<file path="config.mk">
export PLATFORM = sky130hd
export DESIGN_NAME = bus_datapath_p
export DESIGN_NICKNAME = d
export VERILOG_FILES = /design/src/rtl/bus_datapath_pkg.sv /design/src/rtl/bus_prio_mux.sv /design/src/rtl/bus_datapath_p.sv
export SDC_FILE = /design/constraint.sdc
export NUM_CORES = 1
export LEC_CHECK = 0
export BUFFER_PORTS_ARGS = -buffer_cell sky130_fd_sc_hd__buf_2
export CAP_MARGIN = 20
export CORE_MARGIN = 5
export CORE_UTILIZATION = 30
export DETAILED_ROUTE_END_ITERATION = 12
export PLACE_DENSITY = 0.48
export SETUP_SLACK_MARGIN = 0.2
export SLEW_MARGIN = 40
export SYNTH_ARGS = -nofsm -noshare
export SYNTH_HDL_FRONTEND = slang
export SYNTH_HIERARCHICAL = 1
export SYNTH_SLANG_ARGS = --single-unit
</file>
<file path="constraint.sdc">
create_clock -name clk -period 3.03 [get_ports clk]
set_input_delay 0.606 -clock clk [delete_from_list [all_inputs] [get_ports clk]]
set_output_delay 0.606 -clock clk [all_outputs]
set_load 0.02 [all_outputs]
</file>
<file path="src/rtl/bus_datapath_pkg.sv">
// Shared constants for the single-bus datapath: bus source offsets above the GPR block
// and the memory handshake state encoding.
package bus_datapath_pkg;

    localparam int SRC_MDR_OFS    = 0;
    localparam int SRC_INPORT_OFS = 1;
    localparam int SRC_ZLO_OFS    = 2;
    localparam int SRC_ZHI_OFS    = 3;
    localparam int SRC_EXT_OFS    = 4;
    localparam int NUM_FIXED_SRC  = 5;

    typedef enum logic [1:0] {
        ST_IDLE   = 2'd0,
        ST_RD_REQ = 2'd1,
        ST_WR_REQ = 2'd2
    } mem_state_e;

endpackage

</file>
<file path="src/rtl/bus_prio_mux.sv">
// Priority bus multiplexer: the lowest set select bit drives the bus, an empty select gives 0,
// and any select with more than one bit set is flagged.
module bus_prio_mux #(
    parameter int DATA_W = 32,
    parameter int NSRC   = 21
) (
    input  logic [NSRC-1:0]        src_sel,
    input  logic [NSRC*DATA_W-1:0] src_data,
    output logic [DATA_W-1:0]      bus_value,
    output logic                   multi
);

    // Walk from the top down so the lowest-indexed active source is written last.
    always_comb begin
        bus_value = '0;
        for (int i = NSRC - 1; i >= 0; i--) begin
            if (src_sel[i]) begin
                bus_value = src_data[i*DATA_W +: DATA_W];
            end
        end
    end

    // Clearing the lowest set bit leaves something only if two or more bits were set.
    assign multi = |(src_sel & (src_sel - {{(NSRC-1){1'b0}}, 1'b1}));

endmodule

</file>
<file path="src/rtl/bus_datapath_p.sv">
// Parametrised single-bus CPU datapath with a memory handshake FSM around MAR/MDR.
// Build option BUS_R0_ZERO_EN turns GPR0 into a hardwired zero register.
module bus_datapath_p
    import bus_datapath_pkg::*;
#(
    parameter  int DATA_W  = 32,
    parameter  int NUM_GPR = 16,
    parameter  int ADDR_W  = 9,
    localparam int NSRC    = NUM_GPR + NUM_FIXED_SRC
) (
    input  logic                  clk,
    input  logic                  clr,
    input  logic [NSRC-1:0]       src_sel,
    input  logic [NUM_GPR-1:0]    gpr_in,
    input  logic                  mar_in,
    input  logic                  mdr_in,
    input  logic                  z_in,
    input  logic                  out_in,
    input  logic [2*DATA_W-1:0]   alu_result,
    input  logic [DATA_W-1:0]     ext_data,
    input  logic [DATA_W-1:0]     inport_data,
    input  logic                  mem_rd,
    input  logic                  mem_wr,
    input  logic                  mem_ack,
    input  logic [DATA_W-1:0]     mem_rdata,
    output logic                  mem_req,
    output logic                  mem_we,
    output logic [ADDR_W-1:0]     mem_addr,
    output logic [DATA_W-1:0]     mem_wdata,
    output logic                  busy,
    output logic [DATA_W-1:0]     bus_out,
    output logic [DATA_W-1:0]     outport_data,
    output logic                  multi_drive
);

`ifdef BUS_R0_ZERO_EN
    localparam bit R0_ZERO = 1'b1;
`else
    localparam bit R0_ZERO = 1'b0;
`endif

    logic [NSRC*DATA_W-1:0] src_data;
    logic [DATA_W-1:0]      bus;
    logic                   multi_now;

    logic [DATA_W-1:0]      mdr_reg, inport_reg, zlo_reg, zhi_reg, outport_reg;
    logic [ADDR_W-1:0]      mar_reg;
    logic                   multi_reg;
    mem_state_e             state_reg, state_next;

    generate
        for (genvar gi = 0; gi < NUM_GPR; gi++) begin : g_gpr
            logic [DATA_W-1:0] gpr_reg;
            if (R0_ZERO && gi == 0) begin : g_zero
                assign gpr_reg = '0;
            end else begin : g_reg
                always_ff @(posedge clk or negedge clr) begin
                    if (!clr) begin
                        gpr_reg <= '0;
                    end else if (gpr_in[gi]) begin
                        gpr_reg <= bus;
                    end
                end
            end
            assign src_data[gi*DATA_W +: DATA_W] = gpr_reg;
        end
    endgenerate

    assign src_data[(NUM_GPR+SRC_MDR_OFS)*DATA_W    +: DATA_W] = mdr_reg;
    assign src_data[(NUM_GPR+SRC_INPORT_OFS)*DATA_W +: DATA_W] = inport_reg;
    assign src_data[(NUM_GPR+SRC_ZLO_OFS)*DATA_W    +: DATA_W] = zlo_reg;
    assign src_data[(NUM_GPR+SRC_ZHI_OFS)*DATA_W    +: DATA_W] = zhi_reg;
    assign src_data[(NUM_GPR+SRC_EXT_OFS)*DATA_W    +: DATA_W] = ext_data;

    bus_prio_mux #(
        .DATA_W (DATA_W),
        .NSRC   (NSRC)
    ) u_mux (
        .src_sel   (src_sel),
        .src_data  (src_data),
        .bus_value (bus),
        .multi     (multi_now)
    );

    // MAR/MDR are frozen while a transaction is outstanding; only read data may update MDR.
    always_ff @(posedge clk or negedge clr) begin
        if (!clr) begin
            mdr_reg     <= '0;
            mar_reg     <= '0;
            inport_reg  <= '0;
            zlo_reg     <= '0;
            zhi_reg     <= '0;
            outport_reg <= '0;
            multi_reg   <= 1'b0;
        end else begin
            inport_reg <= inport_data;
            if (multi_now) begin
                multi_reg <= 1'b1;
            end
            if (z_in) begin
                {zhi_reg, zlo_reg} <= alu_result;
            end
            if (out_in) begin
                outport_reg <= bus;
            end
            if (state_reg == ST_RD_REQ && mem_ack) begin
                mdr_reg <= mem_rdata;
            end else if (!busy && mdr_in) begin
                mdr_reg <= bus;
            end
            if (!busy && mar_in) begin
                mar_reg <= bus[ADDR_W-1:0];
            end
        end
    end

    always_ff @(posedge clk or negedge clr) begin
        if (!clr) begin
            state_reg <= ST_IDLE;
        end else begin
            state_reg <= state_next;
        end
    end

    always_comb begin
        state_next = state_reg;
        busy       = 1'b0;
        mem_req    = 1'b0;
        mem_we     = 1'b0;
        case (state_reg)
            ST_IDLE: begin
                if (mem_rd) begin
                    state_next = ST_RD_REQ;
                end else if (mem_wr) begin
                    state_next = ST_WR_REQ;
                end
            end
            ST_RD_REQ: begin
                busy    = 1'b1;
                mem_req = 1'b1;
                if (mem_ack) begin
                    state_next = ST_IDLE;
                end
            end
            ST_WR_REQ: begin
                busy    = 1'b1;
                mem_req = 1'b1;
                mem_we  = 1'b1;
                if (mem_ack) begin
                    state_next = ST_IDLE;
                end
            end
            default: state_next = ST_IDLE;
        endcase
    end

    assign mem_addr     = mar_reg;
    assign mem_wdata    = mdr_reg;
    assign bus_out      = bus;
    assign outport_data = outport_reg;
    assign multi_drive  = multi_reg;

endmodule

</file>
**Word-level counts from Yosys, hierarchy flattened**

Cells that the tools add are included.

- Add/subtract/negate cells: 1
- $mul: 0
- Bitwise operators: 1
- $lt $le $gt $ge: 0
- Muxes and demuxes: 29
- Div/mod/pow operators: 0
- Reductions and logical operators: 9
- Shift operators: 0
- Eq/ne operators: 4

Operators with widths:

| cell | count |
|---|---|
| $mux W32 | 23 |
| $and A21 B21 Y21 | 1 |
| $reduce_or A21 Y1 | 1 |
| $sub A21 B1 Y21 const B | 1 |
| $mux W2 | 3 |
| $pmux W2 S2 | 1 |
| $logic_and A1 B1 Y1 | 3 |
| $ne A3 B3 Y1 const B | 1 |
| $eq A2 B1 Y1 const B | 1 |
| $eq A2 B2 Y1 const B | 1 |
| $logic_not A2 Y1 | 1 |
| $mux W1 | 2 |
| $ne A2 B1 Y1 const B | 1 |
| $reduce_and A2 Y1 | 1 |
| $reduce_bool A2 Y1 | 1 |
| $reduce_or A2 Y1 | 1 |
| $logic_not A1 Y1 | 1 |

- Latch bits: 0
- Bits in read-only memories: 0
- Bits in writable memories: 0
- Flip-flop bits (word level): 684
- Input port bits: 206
- Output and inout port bits: 109
- Memories: 0
- Word-level logic and storage cells: 68

**Depth between registers and ports, before layout**

- Depth after elaboration: 23
- Depth in mapped cells: 11
- Gate-level depth less buffers: 7

**Modules after synthesis**

Netlist, hierarchy kept.

By module, submodules not included:

| module | cells an instance | area an instance (um^2) | seq. area each (um^2) | times used |
|---|---|---|---|---|
| bus_datapath_p | 1,542 | 25,578.3 | 17,116.4 | 1 |
| bus_prio_mux | 885 | 5,723.0 | 0.0 | 1 |

**Worst setup path after synthesis**

Ideal clock, no wire load.

- Kind: input to output
- Start point: input port src_sel[7]
- End point: output port bus_out[31]
- Stages on the path: 6
- Setup slack: 0.114 ns
- Path buffers: 1
- Data arrival time: 2.310 ns
- Required time: 2.424 ns
- Cell sequence: buf_2 -> nor2b_2 -> a221oi_1 -> a2111oi_0 -> o21ai_0 -> o21ai_0

- Word-level cells in the longest chain between the ends: 8

Ends and longest elaborated chain:

| element | line | text |
|---|---|---|
| start, declared | bus_datapath_p.sv:13 | `input logic [NSRC-1:0] src_sel,` |
| $mux W32 (8 in a row) | bus_prio_mux.sv:17 | `if (src_sel[i]) begin` |
| end, declared | bus_datapath_p.sv:31 | `output logic [DATA_W-1:0] bus_out,` |

No other way between the ends.

**Worst setup path after layout**

- Start point: input port src_sel[8]
- End point: output port bus_out[10]

- Word-level cells in the longest chain between the ends: 9

Ends and longest elaborated chain:

| element | line |
|---|---|
| $mux W32 (9 in a row) | bus_prio_mux.sv:17 |

No other way between the ends.

==> results.tsv <==
metric	value	unit
status	finished, violations left	
failing checks	negative setup slack	
htree depth	3	
worst clock skew	0.0194	ns
Cell Int Power	21600	uW
highest routed layer	met5	
Worst-Margin Slew	0.791	ns
f_max	0.323	GHz
Mapped Nets	2636	
WP buf/inv	7	
max reg flops	512	
vias per cell	5.34	
Row Count	118	
metal1 wirelength	51900	um
TNS Setup	-0.286	ns
asr flop ratio synth	100	%
slowest CP cell	a221oi_4	
DIE HEIGHT	333	um
Starting Density	30.2	%
DR vias	23317	
Slew Limit Fails	0	
NumNets Final	3128	
Synth area leader	dfrtp_1	
flops & latches, synth	684	
setup ws final	-0.0694	ns
WL/cell	25.8	um
met3 WL post-DR	5870	um
GR Overflow Total	0	
largest net degree at the start of global routing	90	
DR DRC count	0	
Max Cap Viol	0	
DIE AREA	0.111	sq mm
Final Cycle Share	102	%
Yosys cell types	54	
sequential area share after synthesis	54.7	%
WP data arrival	2.49	ns
share of layout cells above drive strength 1	53.8	%
synth top area cells	dfrtp_1, mux2_2, a221oi_1	
Total Routing Usage GR	19.6	%
minimum clock period	3.10	ns
commonest non-fill, non-tap cell in the layout	dfrtp_1	
final number of setup-violating endpoints	10	
critical path class	in2out	
Syn Area/Cell	12.9	sq um
LEAKAGE	0.0166	uW
CP cell instances	buf_8 -> nor2b_4 -> buf_12 -> buf_12 -> buf_8 -> a221oi_4 -> buf_6 -> nand2_4 -> a311oi_2 -> o21ai_1 -> buf_4 -> buf_6	
Clk pwr share	30.4	%
TritonRoute pass-1 iters	5	
initial drt markers	1571	
sw frac	32.4	%
I/O Buffers	314	
prevailing post-synth register cell	dfrtp_1	
CP Capture Type	output port	
share of the synthesized area in the top cell type	54.7	%
Num CTS Buffers	77	
max incr delay on CP	0.36	ns
EDFF count, synth	0	
Core ar.	0.104	sq mm
type of the tightest min-delay check	in2reg	
synthesized cell area	0.0313	sq mm
Worst slew margin	47.3	%
Critical Path Start Type	input pin	
Sink Count	684	
CTS tree	yes	
initial antenna violation count	11	
Clock Path Buffers	3	
clock latency on the worst-skew pair	0.64	ns
combinational cell fraction of total power	28.0	%
placed wire-length estimate	77600	um
Synth Instances	2427	
P&R area growth vs syn	33.4	%
die width	333	um
Req. time, crit path	2.42	ns
CTS root buf	clkbuf_16	
Antenna Nets Post-Route	0	
CP top delay family	buffers and inverters	
met2 routed WL	52000	um
total wire length	113000	um
Power per Cell Area	766	mW/mm^2
vias in the first global route	24783	
Final Hold Viols	0	
global-route wire length before repair	168000	um
RSZ-0062 raised after global routing	yes	
Seq pwr share	41.6	%
most frequent cells in the layout	dfrtp_1, mux2_2, buf_2, buf_4, a221oi_1	
clk slew on worst S/H paths	0.06	ns
I/O pins	315	
peak supply drop	0.000432	V
Power, Total	32000	uW
Max Fanout on Critical Path	5	
synth warn	6	
routability cong.	0.852	
Psw	10400	uW
==> per-layer routing <==
metal / GRT usage (%) / vias to the layer above
li1: - / 10135
met1: 27.9 / 12340
met2: 30.8 / 685
met3: 3.47 / 153
met4: 5.93 / 4
met5: 0 / -
==> worst register-to-register path, stage by stage (launching register included) <==
cell,delay (ns)
dfrtp_1,0.41
a221oi_4,0.31
buf_4,0.17
nand2_4,0.05
a311oi_4,0.24
o21ai_2,0.11
buf_4,0.15
buf_6,0.10
buf_6,0.10
buf_6,0.10
buf_6,0.10
buf_6,0.10
buf_6,0.10
buf_6,0.10
buf_6,0.12
clkbuf_16,0.15
mux2_4,0.25
==> cell type report <==
type | count | area, sq um
Antenna cell | 5 | 12.5
Fill cell | 9730 | 61900
Inverter | 40 | 155
Clock buffer | 118 | 2310
Clock inverter | 24 | 300
Sequential cell | 684 | 17100
Multi-Input combinational cell | 1454 | 14800
Tap cell | 1380 | 1730
Timing Repair Buffer | 662 | 5280
==> synth_stat cells, types with 13 or more instances <==
cell / n
a221o_1: 31
o21ai_0: 70
dfrtp_1: 684
o22a_1: 31
a21oi_1: 40
buf_1: 13
a221oi_1: 187
nor2b_1: 38
mux2_1: 40
nand2b_1: 34
o21ai_1: 126
o221ai_1: 31
clkbuf_2: 16
clkbuf_1: 119
mux2i_1: 32
mux2_2: 577
buf_4: 65
nand2_1: 70
inv_1: 37
buf_2: 31
nor2_1: 38
a2111oi_0: 33
a311oi_1: 32
==> final timing paths <==
path | startpoint | slack [ns] | cells after the start | endpoint
max | src_sel[8] | -0.07 | 12 | bus_out[10]
min | inport_data[9] | 0.07 | 1 | inport_reg[9]
max reg2reg | g_gpr[7].gpr_reg[28] | 0.23 | 16 | g_gpr[6].gpr_reg[28]
min reg2reg | g_gpr[15].gpr_reg[3] | 0.48 | 1 | g_gpr[15].gpr_reg[3]
min in group asynchronous | clr | 0.52 | 2 | g_gpr[8].gpr_reg[9]
max in group asynchronous | clr | 1.59 | 3 | g_gpr[1].gpr_reg[31]
==> stage by stage <==
step                      worst slack, ns  cells  utilization [%]  hold WS, ns  cell area (sq um)
final                             -0.0694   4367             40.3       0.0682              41800
after global routing               -0.101   4363             40.3       0.0541              41700
after CTS                         -0.0891   4343             39.4       0.0356              40800
after detailed placement           -0.569   4149             34.6        0.466              35900
after global placement             -0.626   4149             34.6        0.460              35900
after floorplan                     0.230   2427                -        0.310              31300
==> power by group through the flow <==
stage | combinational, uW | sequential (uW) | clock, uW
after floorplan | 4510 | 13300 | 0
after global placement | 7720 | 13100 | 0
after detailed placement | 7900 | 13300 | 0
after CTS | 8660 | 13300 | 9920
after global routing | 9520 | 13600 | 10300
final | 8940 | 13300 | 9720
==> kinds of logic after synthesis <==
family	share of synthesized area, %
AOI/OAI and AO/OA	14.0
adders and majority gates	0.152
buffers and inverters	4.68
DFF	54.7
muxes	23.2
and+or+nand+nor	3.27
==> timing repair <==
action,in CTS,in global routing
gates resized for setup,352,132
hold buffers,1,0
buffers inserted,45,17
gates cloned,6,2
endpoints found under the hold margin,43,0
setup endpoints to repair,37,42
pin swaps,93,77
No activity file was read; power rests on OpenSTA's default activity.
